===== src/rtl/encode_pkg.sv =====
// encode_pkg: shared constants and helpers for the Kyber ByteEncode_l packer.
//   N      coefficients per polynomial
//   CW     coefficient width
//   OW     output word width
//   BUF_W  bit-buffer capacity (63 residual bits + one 24-bit pair fits)
//   DBG_W  width of the full packed-image register (N*CW bits = 384 bytes)
package encode_pkg;

  localparam int N     = 256;
  localparam int CW    = 12;
  localparam int OW    = 64;
  localparam int PAIRS = N / 2;
  localparam int BUF_W = 88;
  localparam int DBG_W = N * CW;

  // l values used by Kyber (bit k set means l=k is used): 1,4,5,10,11,12
  localparam logic [12:0] L_KYBER = 13'b1_1100_0011_0010;

  // Out-of-range widths fall back to full 12-bit packing.
  function automatic logic [3:0] eff_l(input logic [3:0] l);
    return ((l == 4'd0) || (l > 4'd12)) ? 4'd12 : l;
  endfunction

  // Stream byte q (LSB-first) goes to the q-th most significant byte lane.
  function automatic logic [OW-1:0] byte_rev(input logic [OW-1:0] w);
    logic [OW-1:0] r;
    r = '0;
    for (int q = 0; q < OW / 8; q++) begin
      r[OW-1-8*q -: 8] = w[8*q +: 8];
    end
    return r;
  endfunction

endpackage


===== src/rtl/encode_bitbuf.sv =====
// encode_bitbuf: LSB-first bit accumulator with variable-width append and a
// fixed 64-bit pop.
//   i_clk, i_rstn  clock / async active-low reset
//   i_push         append i_len bits of i_bits this cycle
//   i_bits         bits to append, oldest at bit 0, zero above i_len
//   i_len          number of bits to append (0..24)
//   o_pop          the current edge removes the oldest 64 bits
//   o_word         those 64 bits, stream order (bit 0 oldest)
module encode_bitbuf
  import encode_pkg::*;
(
  input  logic            i_clk,
  input  logic            i_rstn,
  input  logic            i_push,
  input  logic [2*CW-1:0] i_bits,
  input  logic [4:0]      i_len,
  output logic            o_pop,
  output logic [OW-1:0]   o_word
);

  logic [BUF_W-1:0] bits_q, bits_d, merged;
  logic [6:0]       cnt_q, cnt_d, cnt_sum;

  // The pop is decided on the merged contents so a word completed by the
  // current pair leaves on this same edge; the buffer never holds 64+ bits.
  always_comb begin
    merged  = bits_q;
    cnt_sum = cnt_q;
    if (i_push) begin
      merged  = bits_q | ({{(BUF_W-2*CW){1'b0}}, i_bits} << cnt_q);
      cnt_sum = cnt_q + {2'b00, i_len};
    end
    o_pop  = (cnt_sum >= 7'd64);
    o_word = merged[OW-1:0];
    bits_d = merged;
    cnt_d  = cnt_sum;
    if (o_pop) begin
      bits_d = merged >> OW;
      cnt_d  = cnt_sum - 7'd64;
    end
  end

  always_ff @(posedge i_clk or negedge i_rstn) begin
    if (!i_rstn) begin
      bits_q <= '0;
      cnt_q  <= '0;
    end else begin
      bits_q <= bits_d;
      cnt_q  <= cnt_d;
    end
  end

endmodule


===== src/rtl/encode.sv =====
// encode: Kyber ByteEncode_l packer. Takes 128 coefficient pairs per frame,
// keeps the low l bits of each, packs them little-endian and emits 64-bit
// words with stream byte 0 in the MSB lane.
//   i_clk, i_rstn    clock / async active-low reset
//   i_coeffs         [23:12] coeff 2j, [11:0] coeff 2j+1
//   i_coeffs_valid   pair valid (no backpressure)
//   i_l              bits per coefficient, sampled on pair 0
//   o_obytes         packed word, held while o_obytes_valid=0
//   o_obytes_valid   new word this cycle
//   o_done           pulse with the last word of the frame
// o_obytes_debug holds the whole packed polynomial, B[0] at the top of the
// 256*l-bit image, for hierarchical inspection.
module encode
  import encode_pkg::*;
(
  input  logic            i_clk,
  input  logic            i_rstn,
  input  logic [2*CW-1:0] i_coeffs,
  input  logic            i_coeffs_valid,
  input  logic [3:0]      i_l,
  output logic [OW-1:0]   o_obytes,
  output logic            o_obytes_valid,
  output logic            o_done
);

  logic [6:0]       pair_q, pair_d;
  logic [3:0]       l_q, l_d, l_cur;
  logic [OW-1:0]    obytes_q, obytes_d;
  logic             valid_q, valid_d;
  logic             done_q, done_d;
  logic [DBG_W-1:0] o_obytes_debug, o_obytes_debug_d;

  logic             first;
  logic [CW-1:0]    mask;
  logic [2*CW-1:0]  pair_bits;
  logic             pop;
  logic [OW-1:0]    word, word_be;

  encode_bitbuf u_bitbuf (
    .i_clk  (i_clk),
    .i_rstn (i_rstn),
    .i_push (i_coeffs_valid),
    .i_bits (pair_bits),
    .i_len  ({l_cur, 1'b0}),
    .o_pop  (pop),
    .o_word (word)
  );

  assign word_be = byte_rev(word);

  always_comb begin
    first = i_coeffs_valid && (pair_q == 7'd0);
    // Pair 0 packs with the width it carries, before the latch updates.
    l_cur = first ? eff_l(i_l) : l_q;
    mask  = CW'((13'h1 << l_cur) - 13'h1);
    pair_bits = {{CW{1'b0}}, i_coeffs[2*CW-1:CW] & mask}
              | ({{CW{1'b0}}, i_coeffs[CW-1:0] & mask} << l_cur);

    pair_d   = i_coeffs_valid ? pair_q + 7'd1 : pair_q;
    l_d      = first ? eff_l(i_l) : l_q;
    obytes_d = pop ? word_be : obytes_q;
    valid_d  = pop;
    // The final pair always completes the final word (256*l is a multiple of 64).
    done_d   = i_coeffs_valid && (pair_q == 7'(PAIRS - 1));

    // Words shift in at the bottom, so after 4l words B[0] sits at bit
    // 256*l-1 and everything above stays zero. The clear on pair 0 lands on
    // the edge after o_done, so the reported image is intact in that cycle.
    o_obytes_debug_d = o_obytes_debug;
    if (first) begin
      o_obytes_debug_d = '0;
    end else if (pop) begin
      o_obytes_debug_d = {o_obytes_debug[DBG_W-OW-1:0], word_be};
    end
  end

  always_ff @(posedge i_clk or negedge i_rstn) begin
    if (!i_rstn) begin
      pair_q         <= '0;
      l_q            <= 4'd12;
      obytes_q       <= '0;
      valid_q        <= 1'b0;
      done_q         <= 1'b0;
      o_obytes_debug <= '0;
    end else begin
      pair_q         <= pair_d;
      l_q            <= l_d;
      obytes_q       <= obytes_d;
      valid_q        <= valid_d;
      done_q         <= done_d;
      o_obytes_debug <= o_obytes_debug_d;
    end
  end

  assign o_obytes       = obytes_q;
  assign o_obytes_valid = valid_q;
  assign o_done         = done_q;

endmodule


===== config.mk =====
export PLATFORM = sky130hd
export DESIGN_NAME = encode
export DESIGN_NICKNAME = d
export VERILOG_FILES = /design/src/rtl/encode_pkg.sv /design/src/rtl/encode_bitbuf.sv /design/src/rtl/encode.sv
export SDC_FILE = /design/constraint.sdc
export NUM_CORES = 1
export LEC_CHECK = 0
export CAP_MARGIN = 5
export CORE_MARGIN = 2
export CORE_UTILIZATION = 58
export DETAILED_ROUTE_END_ITERATION = 10
export PLACE_DENSITY = 0.8
export SYNTH_ARGS = -nofsm -noshare
export SYNTH_HDL_FRONTEND = slang
export SYNTH_SLANG_ARGS = --single-unit

===== constraint.sdc =====
create_clock -name i_clk -period 12.6 [get_ports i_clk]
set_input_delay 3.78 -clock i_clk [delete_from_list [all_inputs] [get_ports i_clk]]
set_output_delay 3.78 -clock i_clk [all_outputs]
set_load 0.01 [all_outputs]

==> flow_summary_export.csv <==
group,metric,value,unit
outcome,outcome,"finished clean",
sta,tightestPinTransition,1.33,ns
power,p_leak,0.00527,uW
sta,fin_skew,0.0147,ns
sta,fin_setup_tns,0,ns
synthesis,synth-edff-count,0,
sta,finalCritPeriodShare,82.4,%
grt,grt-ovfl-total,0,
setup_path,path_cells,"clkdlybuf4s50_1 -> nor4b_4 -> nand2_1 -> o41a_1 -> or2_2 -> ha_1 -> a21bo_2 -> a2111oi_0 -> o211ai_1 -> o32a_1 -> nand3_1 -> a21oi_1 -> a211oi_1 -> a21oi_1 -> o31ai_1 -> o21ai_0",
setup_path,worstPathArrival,10.68,ns
power,power,3910,uW
sta,fmax,96.3,MHz
drt,drt_iter0_drc,2206,
sta,rsz0062_at_grt,"false",
setup_path,path_common_cell,"a21oi_1",
grt,met3_usage,10.7,%
synthesis,syn_area,11300,sq um
cells_and_area,layout-drive-gt1-share,8.70,%
die,rows,51,
sta,slew_headroom,10.9,%
clock_tree,htree_levels,4,
clock_tree,cts.clk_slew.worst_paths,0.08,ns
setup_path,crit_required,12.90,ns
synthesis,yosys_warnings,0,
grt,met2_usage,59.4,%
die,die_y,144,microns
drt,post_drt_via_cell_ratio,7.12,
clock_tree,clock_latency,0.45,ns
die,coreArea,19300,sq um
min_path,min_path_type,"flip-flop to flip-flop",
cells_and_area,layout_commonest_cell,"nand2_1",
drt,first_pass_iters,7,
setup_path,critPathMaxStageDelay,0.81,ns
job,maxCapViolations,0,
grt,track_usage,41.1,%
drt,wl,42.0,mm
grt,grt_max_degree,97,
setup_path,slowest_stage,"nor4b_4",
synthesis,syn_nets,1412,
clock_tree,cts_resized,0,
setup_path,crit_type,"input pin to flip-flop",
die,die_x,144,microns
grt,grt_pass1_wl,64.9,mm
sta,finalSetupViolations,0,
synthesis,synth-async-reset-ratio,100,%
drt,drcViolationCount,0,
die,die-area,20600,sq um
placement,place_congestion,1.06,
power,ir_worst_vdd,0.193,mV
synthesis,ys_seq_elements,171,
grt,grtUsageMet1,59.2,%
clock_tree,cts.sinks,171,
setup_path,crit_family,"compound AO/OA/AOI/OAI gates",
grt,grt-busiest-layer,"met2",
setup_path,crit_fanout,28,
cells_and_area,nFillCells,1635,
sta,slew_viol_final,0,
setup_path,endpoint_kind,"flip-flop",
synthesis,yosys_most_used_dff,"dfrtp_1",
clock_tree,clock_path_buffers,2,
synthesis,synth_seq_area_share,37.9,%
placement,port_buffers,96,
synthesis,netlist_instances,1373,
sta,post-route-min-period,10.38,ns
clock_tree,cts_buffers,17,
drt,num_vias,12000,
cells_and_area,syn2layout_area_growth,15.2,%
power,power_density,301,nW/um^2
sta,hold_viol_final,0,
clock_tree,post_cts_buffers,0,
cells_and_area,utilization,67.5,%
synthesis,ys_types,106,
placement,hpwl,29.1,mm
die,pin_count,97,
clock_tree,ctsRootBufferMaster,"clkbuf_16",
drt,ant_nets,0,
setup_path,cp.buffers_inverters,1,
clock_tree,cts_hold_buf,0,
grt,grt_antenna_before_repair,2,
drt,wl_per_cell,24.8,microns
cells_and_area,mostFrequentLayoutCells,"170 x nand2_1, 169 x dfrtp_1, 149 x nor2_1",
synthesis,avgSynthCellArea,8.22,sq um
setup_path,start_kind,"input pin",
sta,whs,0.471,ns
cells_and_area,final_nets,1452,
clock_tree,cts_tree,"yes",
grt,grt_pass1_vias,11100,
die,start_util,58.6,%
## kinds of logic after synthesis
family	after synthesis	share of synthesized area [%]
muxes	32	3.29
DFF	171	37.9
AOI/OAI and AO/OA	496	30.5
and+or+nand+nor	523	21.9
buffers and inverters	131	4.56
other	1	0.0332
xor gates and xnor gates	11	0.853
adders and majority gates	8	0.953
## sequential cells by signal, indices dropped and copies added, names as in the netlist
register         flops
l_q                  4
o_done               1
o_obytes            64
o_obytes_valid       1
pair_q               7
u_bitbuf.bits_q     88
u_bitbuf.cnt_q       6
## power by group
part | internal (uW) | leakage (uW) | switching (uW)
sequential | 761 | 0.00223 | 168
combinational | 831 | 0.00275 | 1600
clock | 273 | 0.000291 | 278
## metrics by stage
step                      instances  instance area (sq um)  worst slack, ns
after detailed placement       1659                  12400             2.12
final                          1692                  13000             2.22
after CTS                      1691                  13000             2.57
after floorplan                1373                  11300             4.49
after global routing           1691                  13000             1.85
after global placement         1659                  12400             2.25
## routing by layer
metal / part of all wire [%] / vias up
met5: 0.024 / -
met4: 4.6 / 2
met3: 13 / 174
met2: 42 / 936
met1: 40 / 5710
li1: - / 5223
## final timing paths
path | slack (ns) | start | depth (start not counted) | to
setup / recovery | 2.22 | i_coeffs_valid | 16 | u_bitbuf.bits_q[26]$_DFF_PN0_
hold / removal | 0.47 | o_obytes[54]$_DFFE_PN0N_ | 2 | o_obytes[54]$_DFFE_PN0N_
min in group asynchronous | 3.38 | i_rstn | 1 | u_bitbuf.bits_q[13]$_DFF_PN0_
hold reg to reg | 0.47 | o_obytes[54]$_DFFE_PN0N_ | 2 | o_obytes[54]$_DFFE_PN0N_
setup reg to reg | 5.70 | pair_q[2]$_DFFE_PN0P_ | 15 | u_bitbuf.bits_q[26]$_DFF_PN0_
max in group asynchronous | 7.59 | i_rstn | 2 | u_bitbuf.bits_q[17]$_DFF_PN0_
## cell usage after synthesis (7+ instances only)
| master | count | area (sq um) |
|---|---|---|
| a21boi_0 | 7 | 52.6 |
| a211o_1 | 11 | 96.3 |
| and3_1 | 12 | 75.1 |
| nor2b_1 | 9 | 56.3 |
| a211oi_1 | 25 | 188 |
| nor4_1 | 14 | 87.6 |
| or2_2 | 7 | 43.8 |
| a2bb2oi_1 | 7 | 61.3 |
| nand2_1 | 170 | 638 |
| xnor2_1 | 7 | 61.3 |
| mux2i_1 | 21 | 210 |
| mux2_2 | 7 | 78.8 |
| dfrtp_1 | 169 | 4230 |
| nor3_1 | 31 | 155 |
| o32ai_1 | 7 | 61.3 |
| a221oi_1 | 23 | 201 |
| o22ai_1 | 17 | 106 |
| nor2_1 | 149 | 559 |
| buf_2 | 9 | 45.0 |
| o221ai_1 | 8 | 70.1 |
| clkbuf_1 | 80 | 300 |
| o31ai_1 | 11 | 82.6 |
| nand2b_1 | 12 | 75.1 |
| o21a_1 | 9 | 67.6 |
| a311oi_1 | 11 | 96.3 |
| ha_1 | 7 | 87.6 |
| nand3_1 | 46 | 230 |
| a31oi_1 | 32 | 200 |
| a21oi_1 | 128 | 641 |
| nand4_1 | 23 | 144 |
| inv_1 | 26 | 97.6 |
| buf_1 | 10 | 37.5 |
| o211ai_1 | 18 | 135 |
| o21ai_0 | 79 | 395 |
| and2_1 | 20 | 125 |
| a22oi_1 | 9 | 67.6 |
| a21o_1 | 7 | 52.6 |
## worst register-to-register path, stage by stage, from the launching register on
cell and delay [ns]:
dfrtp_1 0.48, nor4b_4 0.85, nand2_1 0.70, o41a_1 0.58, or2_2 0.30, ha_1 0.52, a21bo_2 0.32, a2111oi_0 0.64
o211ai_1 0.18, o32a_1 0.27, nand3_1 0.17, a21oi_1 0.09, a211oi_1 0.65, a21oi_1 0.18, o31ai_1 0.64, o21ai_0 0.18
## area by class of cell
type	instances	area, sq um	area share (%)
clock buffer	17	425	3.27
clock inverter	15	186	1.43
multi-input combinational	1071	6500	50.0
inverter	30	115	0.886
timing repair buffer	122	1160	8.90
tap	265	332	2.55
antenna	1	2.50	0.0193
sequential	171	4280	32.9
(Power assumes the default switching activity.)
